$ cat src/rtl/vs_sr_latch_driver.sv
// rtl/vs_sr_latch_driver.sv - valid/ready to timed active-low set_n/reset_n pulse driver for an SR latch
// Tracks the expected latch state so redundant requests can complete without a pulse.
module vs_sr_latch_driver #(
  parameter int PULSE_W        = 4,
  parameter int GAP_W          = 2,
  parameter int SKIP_REDUNDANT = 1
) (
  input  logic clk,
  input  logic rst_n,
  input  logic req_valid,
  input  logic req_val,
  output logic req_ready,
  output logic set_n,
  output logic reset_n,
  output logic busy,
  output logic done,
  output logic q_model,
  output logic q_known
);

  if (PULSE_W < 1 || PULSE_W > 255) begin : g_pulse_w_check
    $error("vs_sr_latch_driver: PULSE_W must be 1..255");
  end
  if (GAP_W < 0 || GAP_W > 255) begin : g_gap_w_check
    $error("vs_sr_latch_driver: GAP_W must be 0..255");
  end

  localparam logic [7:0] PULSE_LAST = 8'(PULSE_W - 1);
  localparam logic [7:0] GAP_LAST   = (GAP_W > 0) ? 8'(GAP_W - 1) : 8'd0;
  localparam logic       HAS_GAP    = (GAP_W > 0);
  localparam logic       SKIP_EN    = (SKIP_REDUNDANT != 0);

  typedef enum logic [1:0] {
    IDLE  = 2'd0,
    PULSE = 2'd1,
    GAP   = 2'd2
  } state_t;

  state_t     state_q, state_d;
  logic [7:0] cnt_q, cnt_d;
  logic       val_q, val_d;
  logic       done_d, q_model_d, q_known_d;
  logic       set_n_d, reset_n_d, busy_d, req_ready_d;
  logic       accept, redundant;

  assign accept    = req_valid && req_ready;
  assign redundant = SKIP_EN && q_known && (req_val == q_model);

  always_ff @(posedge clk or negedge rst_n) begin
    if (!rst_n) begin
      state_q   <= IDLE;
      cnt_q     <= 8'd0;
      val_q     <= 1'b0;
      set_n     <= 1'b1;
      reset_n   <= 1'b1;
      req_ready <= 1'b1;
      busy      <= 1'b0;
      done      <= 1'b0;
      q_model   <= 1'b0;
      q_known   <= 1'b0;
    end else begin
      state_q   <= state_d;
      cnt_q     <= cnt_d;
      val_q     <= val_d;
      set_n     <= set_n_d;
      reset_n   <= reset_n_d;
      req_ready <= req_ready_d;
      busy      <= busy_d;
      done      <= done_d;
      q_model   <= q_model_d;
      q_known   <= q_known_d;
    end
  end

  // The counter restarts at every state entry and counts up to the last cycle of that state.
  always_comb begin
    state_d   = state_q;
    cnt_d     = cnt_q;
    val_d     = val_q;
    done_d    = 1'b0;
    q_model_d = q_model;
    q_known_d = q_known;
    case (state_q)
      IDLE: begin
        if (accept) begin
          if (redundant) begin
            done_d = 1'b1;
          end else begin
            state_d = PULSE;
            cnt_d   = 8'd0;
            val_d   = req_val;
          end
        end
      end
      PULSE: begin
        if (cnt_q == PULSE_LAST) begin
          q_model_d = val_q;
          q_known_d = 1'b1;
          cnt_d     = 8'd0;
          if (HAS_GAP) begin
            state_d = GAP;
          end else begin
            state_d = IDLE;
            done_d  = 1'b1;
          end
        end else begin
          cnt_d = cnt_q + 8'd1;
        end
      end
      GAP: begin
        if (cnt_q == GAP_LAST) begin
          state_d = IDLE;
          cnt_d   = 8'd0;
          done_d  = 1'b1;
        end else begin
          cnt_d = cnt_q + 8'd1;
        end
      end
      default: begin
        state_d = IDLE;
        cnt_d   = 8'd0;
      end
    endcase
  end

  // Outputs are decoded from the next state so they leave the flops glitch-free.
  always_comb begin
    set_n_d     = !((state_d == PULSE) && val_d);
    reset_n_d   = !((state_d == PULSE) && !val_d);
    busy_d      = (state_d != IDLE);
    req_ready_d = (state_d == IDLE);
  end

endmodule

$ cat config.mk
export PLATFORM = sky130hd
export DESIGN_NAME = vs_sr_latch_driver
export DESIGN_NICKNAME = d
export VERILOG_FILES = /design/src/rtl/vs_sr_latch_driver.sv
export SDC_FILE = /design/constraint.sdc
export NUM_CORES = 1
export LEC_CHECK = 0
export CAP_MARGIN = 20
export CELL_PAD_IN_SITES_DETAIL_PLACEMENT = 1
export CELL_PAD_IN_SITES_GLOBAL_PLACEMENT = 2
export CORE_UTILIZATION = 37
export DETAILED_ROUTE_END_ITERATION = 8
export PLACE_DENSITY = 0.85
export SLEW_MARGIN = 0
export SYNTH_ARGS = -nofsm -noshare
export SYNTH_HDL_FRONTEND = slang
export SYNTH_SLANG_ARGS = --single-unit
$ cat constraint.sdc
create_clock -name clk -period 5 [get_ports clk]
set_input_delay 1.25 -clock clk [delete_from_list [all_inputs] [get_ports clk]]
set_output_delay 1.25 -clock clk [all_outputs]
set_load 0.01 [all_outputs]
==> impl_metrics.csv, run 1 <==
group,metric,value,unit
sta,finalClockSkew,0.00126,ns
cells_and_area,final_cell_mix,"nand2_1, dfrtp_1, clkdlybuf4s50_1",
clocking,clk_latency,0.30,ns
detailed_routing,num_vias,913,
logic_synthesis,synth_area,1040,um^2
cells_and_area,drive_gt1_frac,0.0909,
setup_path,cp-end-kind,"register",
place,dp_cells,147,
status,status,"completed",
global_routing,grt_pass1_vias,905,
logic_synthesis,synth-seq-cells,18,
place,io_buffers,10,
power_and_ir_drop,p_per_area,196,nW/um^2
die,io_pins,11,
logic_synthesis,synthArstFlopShare,1.00,
setup_path,startpoint_type,"input pin",
detailed_routing,drt_first_pass_iters,4,
clocking,cts.hold.buffers_added,0,
place,dp_hpwl,2.03,mm
clocking,cts_max_level,1,
detailed_routing,wl_per_cell,18.4,um
logic_synthesis,seq_area_frac_synth,0.438,
setup_path,worst-endpoint-arrival,2.99,ns
clocking,numCtsBuffers,3,
setup_path,crit_type,"input pin to register",
run,maxCapViolations,0,
die,die_x,54.9,um
sta,relSlewSlack,0.420,
detailed_routing,wirelength,2.78,mm
logic_synthesis,synth_edf_count,0,
cells_and_area,layoutNonFillerInstCount,151,
detailed_routing,vias_per_cell,6.05,
sta,rsz0062_at_grt,"no",
sta,maxSlewViolCount,0,
cells_and_area,fillers,312,
setup_path,cp_data_required_time,5.19,ns
logic_synthesis,ys.warnings.count,0,
detailed_routing,drc,0,
logic_synthesis,synth_top_cell_by_area,"dfrtp_1",
detailed_routing,drtIter0Drc,28,
cells_and_area,layout.nets,132,
die,die_h,54.9,um
clocking,root_buffer,"clkbuf_4",
sta,setup_tns,0,ns
detailed_routing,ant_nets,0,
sta,worst_slack,2.20,ns
logic_synthesis,synth_top_area_frac,0.362,
clocking,cts_resized,0,
sta,timing.final.crit_share,0.560,
global_routing,grt_antenna_before_repair,0,
die,dieArea,3020,um^2
sta,hold-worst-slack,0.576,ns
global_routing,grt_max_degree,19,
sta,setup_viol,0,
logic_synthesis,synthCells,109,
cells_and_area,multiInputGateArea,542,um^2
clocking,cts_tree,"yes",
place,place_ws,1.90,ns
sta,tightest_slew,0.867,ns
worst_hold_path,hold_path_class,"register to register",
cells_and_area,area_delta_synth_final,14.4,%
clocking,clkSinkCount,18,
cells_and_area,final_common_cell,"nand2_1",
clocking,path_clk_slew,0.11,ns
sta,max_freq,357,MHz
global_routing,grt_pass1_wl,4.37,mm
global_routing,grt_overflow_total,0,
logic_synthesis,synth_nets,119,
sta,finalHoldViolCount,0,
global_routing,grt_use_total,0.212,
logic_synthesis,synth_area_leaders,"dfrtp_1, dfstp_2, ha_1",
die,start_util,0.404,
place,gp_congestion,0.834,
sta,final.min_clock_period,2.80,ns
setup_path,cp_max_fo,7,
power_and_ir_drop,ir_drop,0.123,mV
logic_synthesis,synthDistinctLibCells,36,
cells_and_area,seqCellArea,454,um^2
die,rows,18,
logic_synthesis,synth-main-ff-cell,"dfrtp_1",
logic_synthesis,synth.avg_cell_area,9.52,um^2
clocking,cts_setup_buffers,0,
clocking,ctsLongestPathBuffers,2,
power_and_ir_drop,leakage,0.000473,uW
die,core_area,2570,um^2
cells_and_area,diodes,0,
cells_and_area,finalCoreUtilization,0.462,
[layout make-up]
class	instances	share of cell area
clock buffers	4	0.0222
well taps	30	0.0316
inverters	7	0.0222
multi-input cells	82	0.457
flip-flops and latches	18	0.383
repair buffers	10	0.0844
[cells in the mapped netlist (2+ instances only)]
| master | instances |
|---|---|
| nor2_1 | 2 |
| o211ai_1 | 4 |
| o21ai_0 | 5 |
| dfrtp_1 | 15 |
| nor3_1 | 4 |
| dfstp_2 | 3 |
| nand2_1 | 16 |
| o2111ai_1 | 5 |
| a31o_2 | 2 |
| inv_1 | 7 |
| a31oi_1 | 2 |
| o31ai_1 | 3 |
| a21oi_1 | 7 |
| nand2b_1 | 3 |
| nand4_1 | 3 |
| ha_1 | 6 |
| nand3_1 | 3 |
[final timing paths]
check	slack, ns	cells after the start	from	to
hold / removal	0.58	2	cnt_q[1]	cnt_q[1]
max in group asynchronous	3.04	1	rst_n	busy
hold reg to reg	0.58	2	cnt_q[1]	cnt_q[1]
setup reg to reg	2.67	4	cnt_q[3]	cnt_q[7]
min in group asynchronous	1.43	1	rst_n	cnt_q[5]
setup / recovery	2.20	5	req_val	cnt_q[2]
[where the power goes]
group	switching, uW	leakage, uW	internal (uW)
Sequential	0	0.000191	146
Clock	49.0	0.0000150	31.1
Combinational	3.96	0.000267	2.33
Total	52.9	0.000473	179
[sequential cells by signal (all words and copies together) (netlist names)]
signal     flops
busy           1
cnt_q          8
done           1
q_known        1
q_model        1
req_ready      1
reset_n        1
set_n          1
state_q        2
val_q          1
[logic make-up after synthesis]
family / after synthesis / share of synthesized area
AOI/OAI and AO/OA: 38 / 0.259
adders and majority gates: 6 / 0.0724
DFF: 18 / 0.438
xor gates and xnor gates: 1 / 0.00845
buffers and inverters: 9 / 0.0398
and+or+nand+nor: 37 / 0.182
[metal layers]
metal	global-route usage	up-vias	wire length, um
met5	0	-	0
met4	0.0500	0	21
met3	0.0437	4	69
met2	0.345	15	1340
met1	0.285	457	1350
li1	-	437	-
[per-stage QoR]
| stage | cell area [um^2] | power [uW] |
|---|---|---|
| 6_report | 1190 | 232 |
| 5_1_grt | 1190 | 242 |
| 4_1_cts | 1190 | 236 |
| 3_5_place_dp | 1160 | 155 |
| 3_3_place_gp | 1160 | 155 |
| 2_1_floorplan | 1040 | 149 |
[critical path, cell delays in order]
cell and delay [ns]:
clkdlybuf4s50_1 0.44, xnor2_1 0.19, a31oi_1 0.58, o211ai_1 0.21, o311ai_0 0.33
(Power assumes the default switching activity.)
==> run 2: changes to the inputs <==
--- a/config.mk
+++ b/config.mk
@@ -8,9 +8,9 @@
 export CAP_MARGIN = 20
 export CELL_PAD_IN_SITES_DETAIL_PLACEMENT = 1
 export CELL_PAD_IN_SITES_GLOBAL_PLACEMENT = 2
-export CORE_UTILIZATION = 37
+export CORE_UTILIZATION = 34
 export DETAILED_ROUTE_END_ITERATION = 8
-export PLACE_DENSITY = 0.85
+export PLACE_DENSITY = 0.79
 export SLEW_MARGIN = 0
 export SYNTH_ARGS = -nofsm -noshare
 export SYNTH_HDL_FRONTEND = slang
==> constraint.sdc (replaced) <==
create_clock -name clk -period 2.8 [get_ports clk]
set_input_delay 0.7 -clock clk [delete_from_list [all_inputs] [get_ports clk]]
set_output_delay 0.7 -clock clk [all_outputs]
set_load 0.01 [all_outputs]
==> impl_metrics.csv, run 2 (synthesis results as in run 1) <==
group,metric,value,unit
run,maxCapViolations,0,
clocking,cts_tree,"yes",
die,die_h,57.2,um
setup_path,cp_data_required_time,2.97,ns
cells_and_area,diodes,0,
global_routing,grt_pass1_wl,4.42,mm
die,rows,19,
sta,setup_viol,0,
sta,tightest_slew,0.657,ns
sta,finalHoldViolCount,0,
cells_and_area,final_common_cell,"nand2_1",
clocking,cts.hold.buffers_added,0,
setup_path,cp-end-kind,"register",
setup_path,cp_max_fo,8,
status,violations,"DRC",
clocking,cts_resized,0,
sta,final.min_clock_period,2.21,ns
power_and_ir_drop,p_total,434,uW
setup_path,worst-endpoint-arrival,2.38,ns
status,status,"finished, violations left",
power_and_ir_drop,leakage,0.000494,uW
detailed_routing,vias_per_cell,5.83,
sta,max_freq,453,MHz
cells_and_area,reg_top3,"cnt_q x8, state_q x2",
detailed_routing,drc,2,
worst_hold_path,hold_path_class,"register to register",
global_routing,met2_usage,0.281,
global_routing,met1_usage,0.236,
cells_and_area,drive_gt1_frac,0.121,
sta,relSlewSlack,0.562,
setup_path,r2r_slack,0.59,ns
setup_path,rr_startpoint,"cnt_q[0]",
die,io_pins,11,
clocking,numCtsBuffers,3,
clocking,cts_max_level,1,
place,gp_congestion,0.779,
clocking,clk_latency,0.29,ns
global_routing,grt_antenna_before_repair,0,
setup_path,crit_type,"register to register",
sta,rsz0062_at_grt,"no",
worst_hold_path,hp-start,"cnt_q[1]",
clocking,cts_setup_buffers,0,
sta,setup_tns,0,ns
cells_and_area,area_delta_synth_final,17.6,%
power_and_ir_drop,p_per_area,356,nW/um^2
clocking,ctsLongestPathBuffers,2,
cells_and_area,final_cell_mix,"nand2_1, dfrtp_1, clkdlybuf4s50_1",
detailed_routing,drt_first_pass_iters,6,
clocking,clkSinkCount,18,
sta,maxSlewViolCount,0,
detailed_routing,wirelength,2.41,mm
setup_path,setup.worst_path.start,"cnt_q[0]",
place,io_buffers,10,
global_routing,grt_max_degree,19,
setup_path,startpoint_type,"register",
die,die_x,57.2,um
global_routing,grtUsageMet3,0.0272,
detailed_routing,wl_per_cell,15.5,um
cells_and_area,regMostFlops,"cnt_q",
detailed_routing,ant_nets,0,
clocking,path_clk_slew,0.10,ns
place,dp_hpwl,1.79,mm
global_routing,grt_use_total,0.175,
cells_and_area,fillers,345,
cells_and_area,layout.nets,135,
global_routing,busiest_layer,"met2",
sta,finalClockSkew,0.000736,ns
power_and_ir_drop,ir_drop,0.128,mV
detailed_routing,drtIter0Drc,25,
detailed_routing,num_vias,904,
global_routing,grt_overflow_total,0,
sta,timing.final.crit_share,0.789,
die,core_area,2830,um^2
cells_and_area,largest_register_ffs,8,
global_routing,grt_pass1_vias,931,
die,start_util,0.367,
clocking,root_buffer,"clkbuf_4",
die,dieArea,3280,um^2
run 2: changes by cell type in the layout (fill, tap and decap cells not counted), sizes merged:
cell,delta
buf,+3
run 2: area by class of cell:
class	instances	area, um^2	share of cell area
tap	31	38.8	0.0318
inverter	7	26.3	0.0215
sequential	18	454	0.372
timing repair buffer	13	123	0.101
clock buffer	4	36.3	0.0297
multi-input combinational	82	542	0.444
run 2: power breakdown:
part | leakage (uW) | switching (uW) | total [uW] | internal, uW
logic | 0.000281 | 7.07 | 12.1 | 5.07
registers | 0.000191 | 0 | 260 | 260
clock network | 0.0000210 | 82.6 | 162 | 79.3
run 2: stage by stage:
stage	utilization	hold slack, ns	setup slack (ns)	std cells	cell area [um^2]
after global placement	0.418	0.515	0.485	151	1180
after global routing	0.431	0.623	0.362	155	1220
after CTS	0.431	0.561	0.576	155	1220
after floorplan	-	0.404	0.794	109	1040
after detailed placement	0.418	0.537	0.417	151	1180
final	0.431	0.552	0.591	155	1220
run 2: worst paths after layout:
kind / to / depth (start not counted)
setup / recovery: cnt_q[7] / 5
hold / removal: cnt_q[1] / 2
setup reg to reg: cnt_q[7] / 5
hold reg to reg: cnt_q[1] / 2
max in group asynchronous: req_ready / 2
min in group asynchronous: q_known / 2
run 2: worst max-delay path, cell delays in order, from the launching register on:
cell,delay [ns]
dfrtp_1,0.42
ha_1,0.21
nor3b_1,0.45
a21oi_1,0.33
o21ai_1,0.47
o221ai_1,0.19
run 2: per-layer routing:
metal / part of all wire / vias up
met1: 0.50 / 445
met2: 0.46 / 14
met3: 0.024 / 4
li1: - / 441
met4: 0.017 / 0
met5: 0 / -
